`src/rtl/ps2_frame_receiver.sv`:
```
// ps2_frame_receiver: PS/2 device-to-host frame receiver with parity/stop check, stall watchdog and output FIFO
// Ports: clk_i, rst_ni (async active-low); enable_i gates new frames; ps2_clk_posedge_i/ps2_data_i sample strobe and line;
//   rx_data_o/rx_valid_o/rx_ready_i FIFO head handshake; fifo_level_o occupancy; busy_o frame in flight;
//   err_parity_o/err_frame_o/err_timeout_o/err_overflow_o one-cycle error pulses.
module ps2_frame_receiver #(
  parameter int DATA_BITS      = 8,
  parameter int ODD_PARITY     = 1,
  parameter int CHECK_PARITY   = 1,
  parameter int TIMEOUT_CYCLES = 20000,
  parameter int FIFO_DEPTH     = 4,
  localparam int LW            = $clog2(FIFO_DEPTH + 1)
) (
  input  logic                 clk_i,
  input  logic                 rst_ni,
  input  logic                 enable_i,
  input  logic                 ps2_clk_posedge_i,
  input  logic                 ps2_data_i,
  output logic [DATA_BITS-1:0] rx_data_o,
  output logic                 rx_valid_o,
  input  logic                 rx_ready_i,
  output logic [LW-1:0]        fifo_level_o,
  output logic                 busy_o,
  output logic                 err_parity_o,
  output logic                 err_frame_o,
  output logic                 err_timeout_o,
  output logic                 err_overflow_o
);
  localparam int AW = $clog2(FIFO_DEPTH);
  localparam int TW = $clog2(TIMEOUT_CYCLES);
  localparam logic [3:0] LAST = 4'(DATA_BITS - 1);
  localparam logic [TW-1:0] TO_LAST = TW'(TIMEOUT_CYCLES - 1);
  typedef enum logic [1:0] {IDLE, DATA, PARITY, STOP} state_t;
  state_t state_q, state_d;
  logic [DATA_BITS-1:0] shift_q, shift_d;
  logic [3:0] cnt_q, cnt_d;
  logic [TW-1:0] to_q, to_d, to_inc;
  logic par_q, par_d, par_ok;
  logic push, pop, wr;
  logic perr_d, ferr_d, terr_d;
  logic perr_q, ferr_q, terr_q, oerr_q;
  logic [DATA_BITS-1:0] mem_q [FIFO_DEPTH];
  logic [AW-1:0] wp_q, rp_q;
  logic [LW-1:0] level_q;
  assign to_inc = to_q + 1'b1;
  assign par_ok = (^{shift_q, par_q}) ^ (ODD_PARITY == 0);
  always_comb begin
    state_d = state_q;
    shift_d = shift_q;
    cnt_d   = cnt_q;
    par_d   = par_q;
    to_d    = (state_q == IDLE || ps2_clk_posedge_i) ? '0 : to_inc;
    push    = 1'b0;
    perr_d  = 1'b0;
    ferr_d  = 1'b0;
    terr_d  = 1'b0;
    if (ps2_clk_posedge_i) begin
      case (state_q)
        IDLE: if (enable_i && !ps2_data_i) begin
          state_d = DATA;
          cnt_d   = '0;
        end
        DATA: begin
          // LSB-first: new bit enters at the top and walks down to bit 0
          shift_d = (shift_q >> 1) | (DATA_BITS'(ps2_data_i) << (DATA_BITS - 1));
          cnt_d   = cnt_q + 1'b1;
          state_d = (cnt_q == LAST) ? PARITY : DATA;
        end
        PARITY: begin
          par_d   = ps2_data_i;
          state_d = STOP;
        end
        default: begin
          state_d = IDLE;
          ferr_d  = !ps2_data_i;
          perr_d  = ps2_data_i && (CHECK_PARITY != 0) && !par_ok;
          push    = ps2_data_i && !perr_d;
        end
      endcase
    end else if (state_q != IDLE && to_inc == TO_LAST) begin
      state_d = IDLE;
      terr_d  = 1'b1;
    end
  end
  // a push into a full FIFO still lands when the head is popped on the same edge
  assign pop = (level_q != '0) && rx_ready_i;
  assign wr  = push && ((level_q != LW'(FIFO_DEPTH)) || pop);
  always_ff @(posedge clk_i or negedge rst_ni) begin
    if (!rst_ni) begin
      state_q <= IDLE;
      shift_q <= '0;
      cnt_q   <= '0;
      to_q    <= '0;
      par_q   <= 1'b0;
      perr_q  <= 1'b0;
      ferr_q  <= 1'b0;
      terr_q  <= 1'b0;
      oerr_q  <= 1'b0;
      wp_q    <= '0;
      rp_q    <= '0;
      level_q <= '0;
      for (int i = 0; i < FIFO_DEPTH; i++) mem_q[i] <= '0;
    end else begin
      state_q <= state_d;
      shift_q <= shift_d;
      cnt_q   <= cnt_d;
      to_q    <= to_d;
      par_q   <= par_d;
      perr_q  <= perr_d;
      ferr_q  <= ferr_d;
      terr_q  <= terr_d;
      oerr_q  <= push && !wr;
      if (wr) begin
        mem_q[wp_q] <= shift_q;
        wp_q        <= wp_q + 1'b1;
      end
      if (pop) rp_q <= rp_q + 1'b1;
      level_q <= level_q + LW'(wr) - LW'(pop);
    end
  end
  assign rx_data_o      = mem_q[rp_q];
  assign rx_valid_o     = level_q != '0;
  assign fifo_level_o   = level_q;
  assign busy_o         = state_q != IDLE;
  assign err_parity_o   = perr_q;
  assign err_frame_o    = ferr_q;
  assign err_timeout_o  = terr_q;
  assign err_overflow_o = oerr_q;
endmodule

```
`config.mk`:
```
export PLATFORM = sky130hd
export DESIGN_NAME = ps2_frame_receiver
export DESIGN_NICKNAME = d
export VERILOG_FILES = /design/src/rtl/ps2_frame_receiver.sv
export SDC_FILE = /design/constraint.sdc
export NUM_CORES = 1
export LEC_CHECK = 0
export ABC_AREA = 1
export CAP_MARGIN = 25
export CORE_MARGIN = 10
export CORE_UTILIZATION = 45
export CTS_BUF_LIST = sky130_fd_sc_hd__clkbuf_8
export DETAILED_ROUTE_END_ITERATION = 8
export PLACE_DENSITY = 0.73
export SLEW_MARGIN = 5
export SYNTH_ARGS = -nofsm -noshare
export SYNTH_HDL_FRONTEND = slang
export SYNTH_SLANG_ARGS = --single-unit
```
`constraint.sdc`:
```
create_clock -name clk_i -period 5.05 [get_ports clk_i]
set_clock_uncertainty 0.15 [all_clocks]
set_input_delay 1.01 -clock clk_i [delete_from_list [all_inputs] [get_ports clk_i]]
set_output_delay 1.01 -clock clk_i [all_outputs]
set_load 0.05 [all_outputs]
```
==> metrics.txt <==
# TYPE chip_impl_metric gauge
chip_impl_info{name="outcome",value="completed"} 1
chip_impl_metric{name="register_to_register_setup_slack",unit="ns"} 1.87
chip_impl_metric{name="postLayoutSetupSlackWorst",unit="ns"} 1.28
chip_impl_info{name="synth_top_family_by_area",value="simple AND/OR/NAND/NOR gates"} 1
chip_impl_metric{name="reg2regPathDepth",unit=""} 15
chip_impl_metric{name="clk_latency",unit="ns"} 0.34
chip_impl_metric{name="dp_hpwl",unit="um"} 5880
chip_impl_metric{name="worst_hold_path.num_cells",unit=""} 2
chip_impl_metric{name="final_antenna_net_count",unit=""} 0
chip_impl_metric{name="finalWeightedCongestion",unit=""} 0.841
chip_impl_metric{name="dp_cells",unit=""} 579
chip_impl_metric{name="floorplan.die.height",unit="um"} 112
chip_impl_metric{name="route.met3.wl",unit="um"} 473
chip_impl_metric{name="start_util",unit=""} 0.462
chip_impl_metric{name="ctsHtreeMaxLevel",unit=""} 3
chip_impl_metric{name="synth-edff-count",unit=""} 0
chip_impl_metric{name="track_usage",unit=""} 0.136
chip_impl_metric{name="switching_share",unit=""} 0.428
chip_impl_metric{name="grt_first_pass_wirelength",unit="um"} 14400
chip_impl_metric{name="cts_buffer_depth",unit=""} 2
chip_impl_metric{name="diodes",unit=""} 0
chip_impl_metric{name="tightest_slew",unit="ns"} 0.784
chip_impl_metric{name="post-cts-setup-buffer-count",unit=""} 0
chip_impl_metric{name="setup-violations-final",unit=""} 0
chip_impl_metric{name="wl_met1",unit="um"} 3700
chip_impl_info{name="post-synth-top-count-cell",value="nand2_1"} 1
chip_impl_metric{name="grt_antenna_before_repair",unit=""} 0
chip_impl_metric{name="netlist.area_leader.share",unit=""} 0.482
chip_impl_metric{name="post_synth_net_total",unit=""} 487
chip_impl_metric{name="p_leak",unit="nW"} 2.09
chip_impl_metric{name="drv_slew",unit=""} 0
chip_impl_metric{name="multiInputGateArea",unit="sq um"} 1670
chip_impl_metric{name="async_reset_ff_frac",unit=""} 1.00
chip_impl_info{name="worstSetupStartpointType",value="flop"} 1
chip_impl_metric{name="final_cells",unit=""} 595
chip_impl_metric{name="postSynthCellCount",unit=""} 471
chip_impl_info{name="ctsRootBufferMaster",value="clkbuf_8"} 1
chip_impl_metric{name="ios",unit=""} 23
chip_impl_metric{name="path_max_fanout",unit=""} 19
chip_impl_metric{name="layout_worst_path_cycle_share",unit=""} 0.746
chip_impl_metric{name="nFillCells",unit=""} 793
chip_impl_metric{name="placement.io_buffers",unit=""} 22
chip_impl_info{name="yosys-top-cells-count",value="nand2_1, dfrtp_1, nor2_1"} 1
chip_impl_metric{name="fin_setup_tns",unit="ns"} 0
chip_impl_metric{name="clkSinkCount",unit=""} 73
chip_impl_metric{name="detail_route.wl_per_cell",unit="um"} 14.0
chip_impl_metric{name="maximum_number_of_pins_on_one_net_before_global_route_repair",unit=""} 41
chip_impl_info{name="routed.top_layer",value="met4"} 1
chip_impl_metric{name="critical_path_arrival",unit="ns"} 2.61
chip_impl_info{name="worst-setup-path-type",value="flop to output pin"} 1
chip_impl_metric{name="floorplan.core_area",unit="sq um"} 8220
chip_impl_metric{name="power_frac_clock",unit=""} 0.244
chip_impl_metric{name="yosys_warnings",unit=""} 0
chip_impl_info{name="yosysTopAreaCell",value="dfrtp_1"} 1
chip_impl_metric{name="synth_compound_gate_area_share",unit=""} 0.0660
chip_impl_metric{name="cts_made_buffers",unit=""} 9
chip_impl_metric{name="final.min_clock_period",unit="ns"} 3.77
chip_impl_metric{name="timing_hold_violations_final",unit=""} 0
chip_impl_metric{name="switchingPower",unit="mW"} 1.06
chip_impl_info{name="setup_repair_after_global_routing_missed_its_margin",value="no"} 1
chip_impl_metric{name="design.die.area",unit="sq um"} 12500
chip_impl_metric{name="crit_required",unit="ns"} 3.89
chip_impl_metric{name="regArea",unit="sq um"} 1830
chip_impl_metric{name="drcViolationCount",unit=""} 0
chip_impl_info{name="hp-class",value="flop to flop"} 1
chip_impl_metric{name="syn2layout_area_growth",unit="%"} 13.1
chip_impl_metric{name="via_count_of_the_first_global_routing_pass",unit=""} 3067
chip_impl_metric{name="synthMuxAreaShare",unit=""} 0
chip_impl_metric{name="rows",unit=""} 33
chip_impl_metric{name="yosysUniqueCellTypes",unit=""} 26
chip_impl_metric{name="fp.dieW",unit="um"} 112
chip_impl_metric{name="post_cts_hold_buffer_count",unit=""} 0
chip_impl_metric{name="post_synth_and_or_nand_nor_area_fraction",unit=""} 0.316
chip_impl_metric{name="grt-ovfl-total",unit=""} 0
chip_impl_metric{name="first_iter_violations",unit=""} 196
chip_impl_info{name="clock_tree_from_tritoncts",value="built"} 1
chip_impl_metric{name="achievable_clock_frequency",unit="MHz"} 265
chip_impl_metric{name="post_synth_fa_ha_maj_area_fraction",unit=""} 0.0350
chip_impl_metric{name="cts-resized-gates",unit=""} 0
chip_impl_metric{name="met2_wirelength",unit="um"} 4080
chip_impl_metric{name="post_drt_via_cell_ratio",unit=""} 5.27
chip_impl_metric{name="detail_route.wirelength",unit="um"} 8350
chip_impl_metric{name="synth_xor_xnor_area_share",unit=""} 0.0231
chip_impl_metric{name="drt_first_pass_iters",unit=""} 5
chip_impl_metric{name="ys_seq_elements",unit=""} 73
chip_impl_metric{name="cell_internal_pwr",unit="mW"} 1.41
chip_impl_metric{name="power_frac_comb",unit=""} 0.402
chip_impl_metric{name="drive_above_1_share",unit=""} 0.0592
chip_impl_metric{name="seq_power_share",unit=""} 0.354
chip_impl_metric{name="synth_seq_area_share",unit=""} 0.482
chip_impl_metric{name="drv_cap",unit=""} 0
chip_impl_info{name="end_kind",value="output pin"} 1
chip_impl_metric{name="dpl_worst_slack",unit="ns"} 1.00
chip_impl_metric{name="vias",unit=""} 3135
chip_impl_metric{name="power.ir.vdd_worst",unit="V"} 0.000305
chip_impl_info{name="synth-main-ff-cell",value="dfrtp_1"} 1
chip_impl_metric{name="timing.slew.headroom",unit=""} 0.477
chip_impl_metric{name="postSynthAreaPerCell",unit="sq um"} 8.05
chip_impl_info{name="ys_top_cells_by_area",value="dfrtp_1, nand2_1, nand4_1"} 1
chip_impl_metric{name="cts.clk_slew.worst_paths",unit="ns"} 0.08
chip_impl_metric{name="post_synth_instance_area",unit="sq um"} 3790
chip_impl_metric{name="p_per_area",unit="nW/um^2"} 577
chip_impl_metric{name="finish.net_count",unit=""} 501
per-layer routing:
metal | up-vias | track usage
li1 | 1576 | -
met1 | 1470 | 0.168
met2 | 79 | 0.225
met3 | 10 | 0.0344
met4 | 0 | 0.0471
met5 | - | 0
area by class of cell:
type | instances | area share
Sequential cell | 73 | 0.426
Multi-Input combinational cell | 334 | 0.389
Timing Repair Buffer | 25 | 0.0554
Inverter | 42 | 0.0368
Clock inverter | 7 | 0.0333
Tap cell | 105 | 0.0306
Clock buffer | 9 | 0.0289
state kept, by name, indices dropped and copies added (netlist names), 2 cells and up:
register	cells
mem_q	32
to_q	15
shift_q	8
cnt_q	4
fifo_level_o	3
rp_q	2
state_q	2
wp_q	2
kinds of logic after synthesis:
logic type | Yosys count
XOR/XNOR | 10
flip-flops | 73
adder cells (fa/ha/maj) | 10
buffers and inverters | 64
AO/OA/AOI/OAI | 47
AND/OR/NAND/NOR | 267
worst max-delay path, cell delays in order (launching register included):
cell             delay, ns
dfrtp_1               0.60
inv_1                 0.47
o21ai_0               0.18
o22ai_1               0.17
clkdlybuf4s50_1       0.84
metrics by stage:
stage / area, sq um / util / power, mW / hold slack (ns)
after global routing: 4290 / 0.522 / 2.64 / 0.335
after detailed placement: 4020 / 0.489 / 1.88 / 0.305
after floorplan: 3790 / - / 1.61 / 0.287
after global placement: 4020 / 0.489 / 1.84 / 0.299
after CTS: 4290 / 0.522 / 2.49 / 0.325
final: 4290 / 0.522 / 2.47 / 0.324
power groups by stage:
stage	Sequential [mW]	Clock, mW	Combinational (mW)
3_3_place_gp	0.873	0	0.968
4_1_cts	0.873	0.614	1.00
2_1_floorplan	0.850	0	0.758
3_5_place_dp	0.884	0	1.00
5_1_grt	0.899	0.642	1.10
6_report	0.875	0.604	0.993
cell usage in the layout, fill, tap and decap left out, drive strengths merged, types with 7 or more instances in the layout:
cell type,count
inv,42
a21oi,10
clkbuf,9
nor2,50
xor2,7
dfrtp,73
clkdlybuf4s50,21
ha,9
o22ai,8
nand3,24
nor3,8
nand4,39
nand2,142
o21ai,27
worst paths after layout:
kind	startpoint	to
setup / recovery	rp_q[0]	rx_data_o[1]
hold / removal	mem_q[23]	mem_q[23]
setup reg to reg	shift_q[4]	fifo_level_o[2]
hold reg to reg	mem_q[23]	mem_q[23]
max in group asynchronous	rst_ni	mem_q[27]
min in group asynchronous	rst_ni	mem_q[15]
Note: power is estimated with default switching activity, not from simulation.
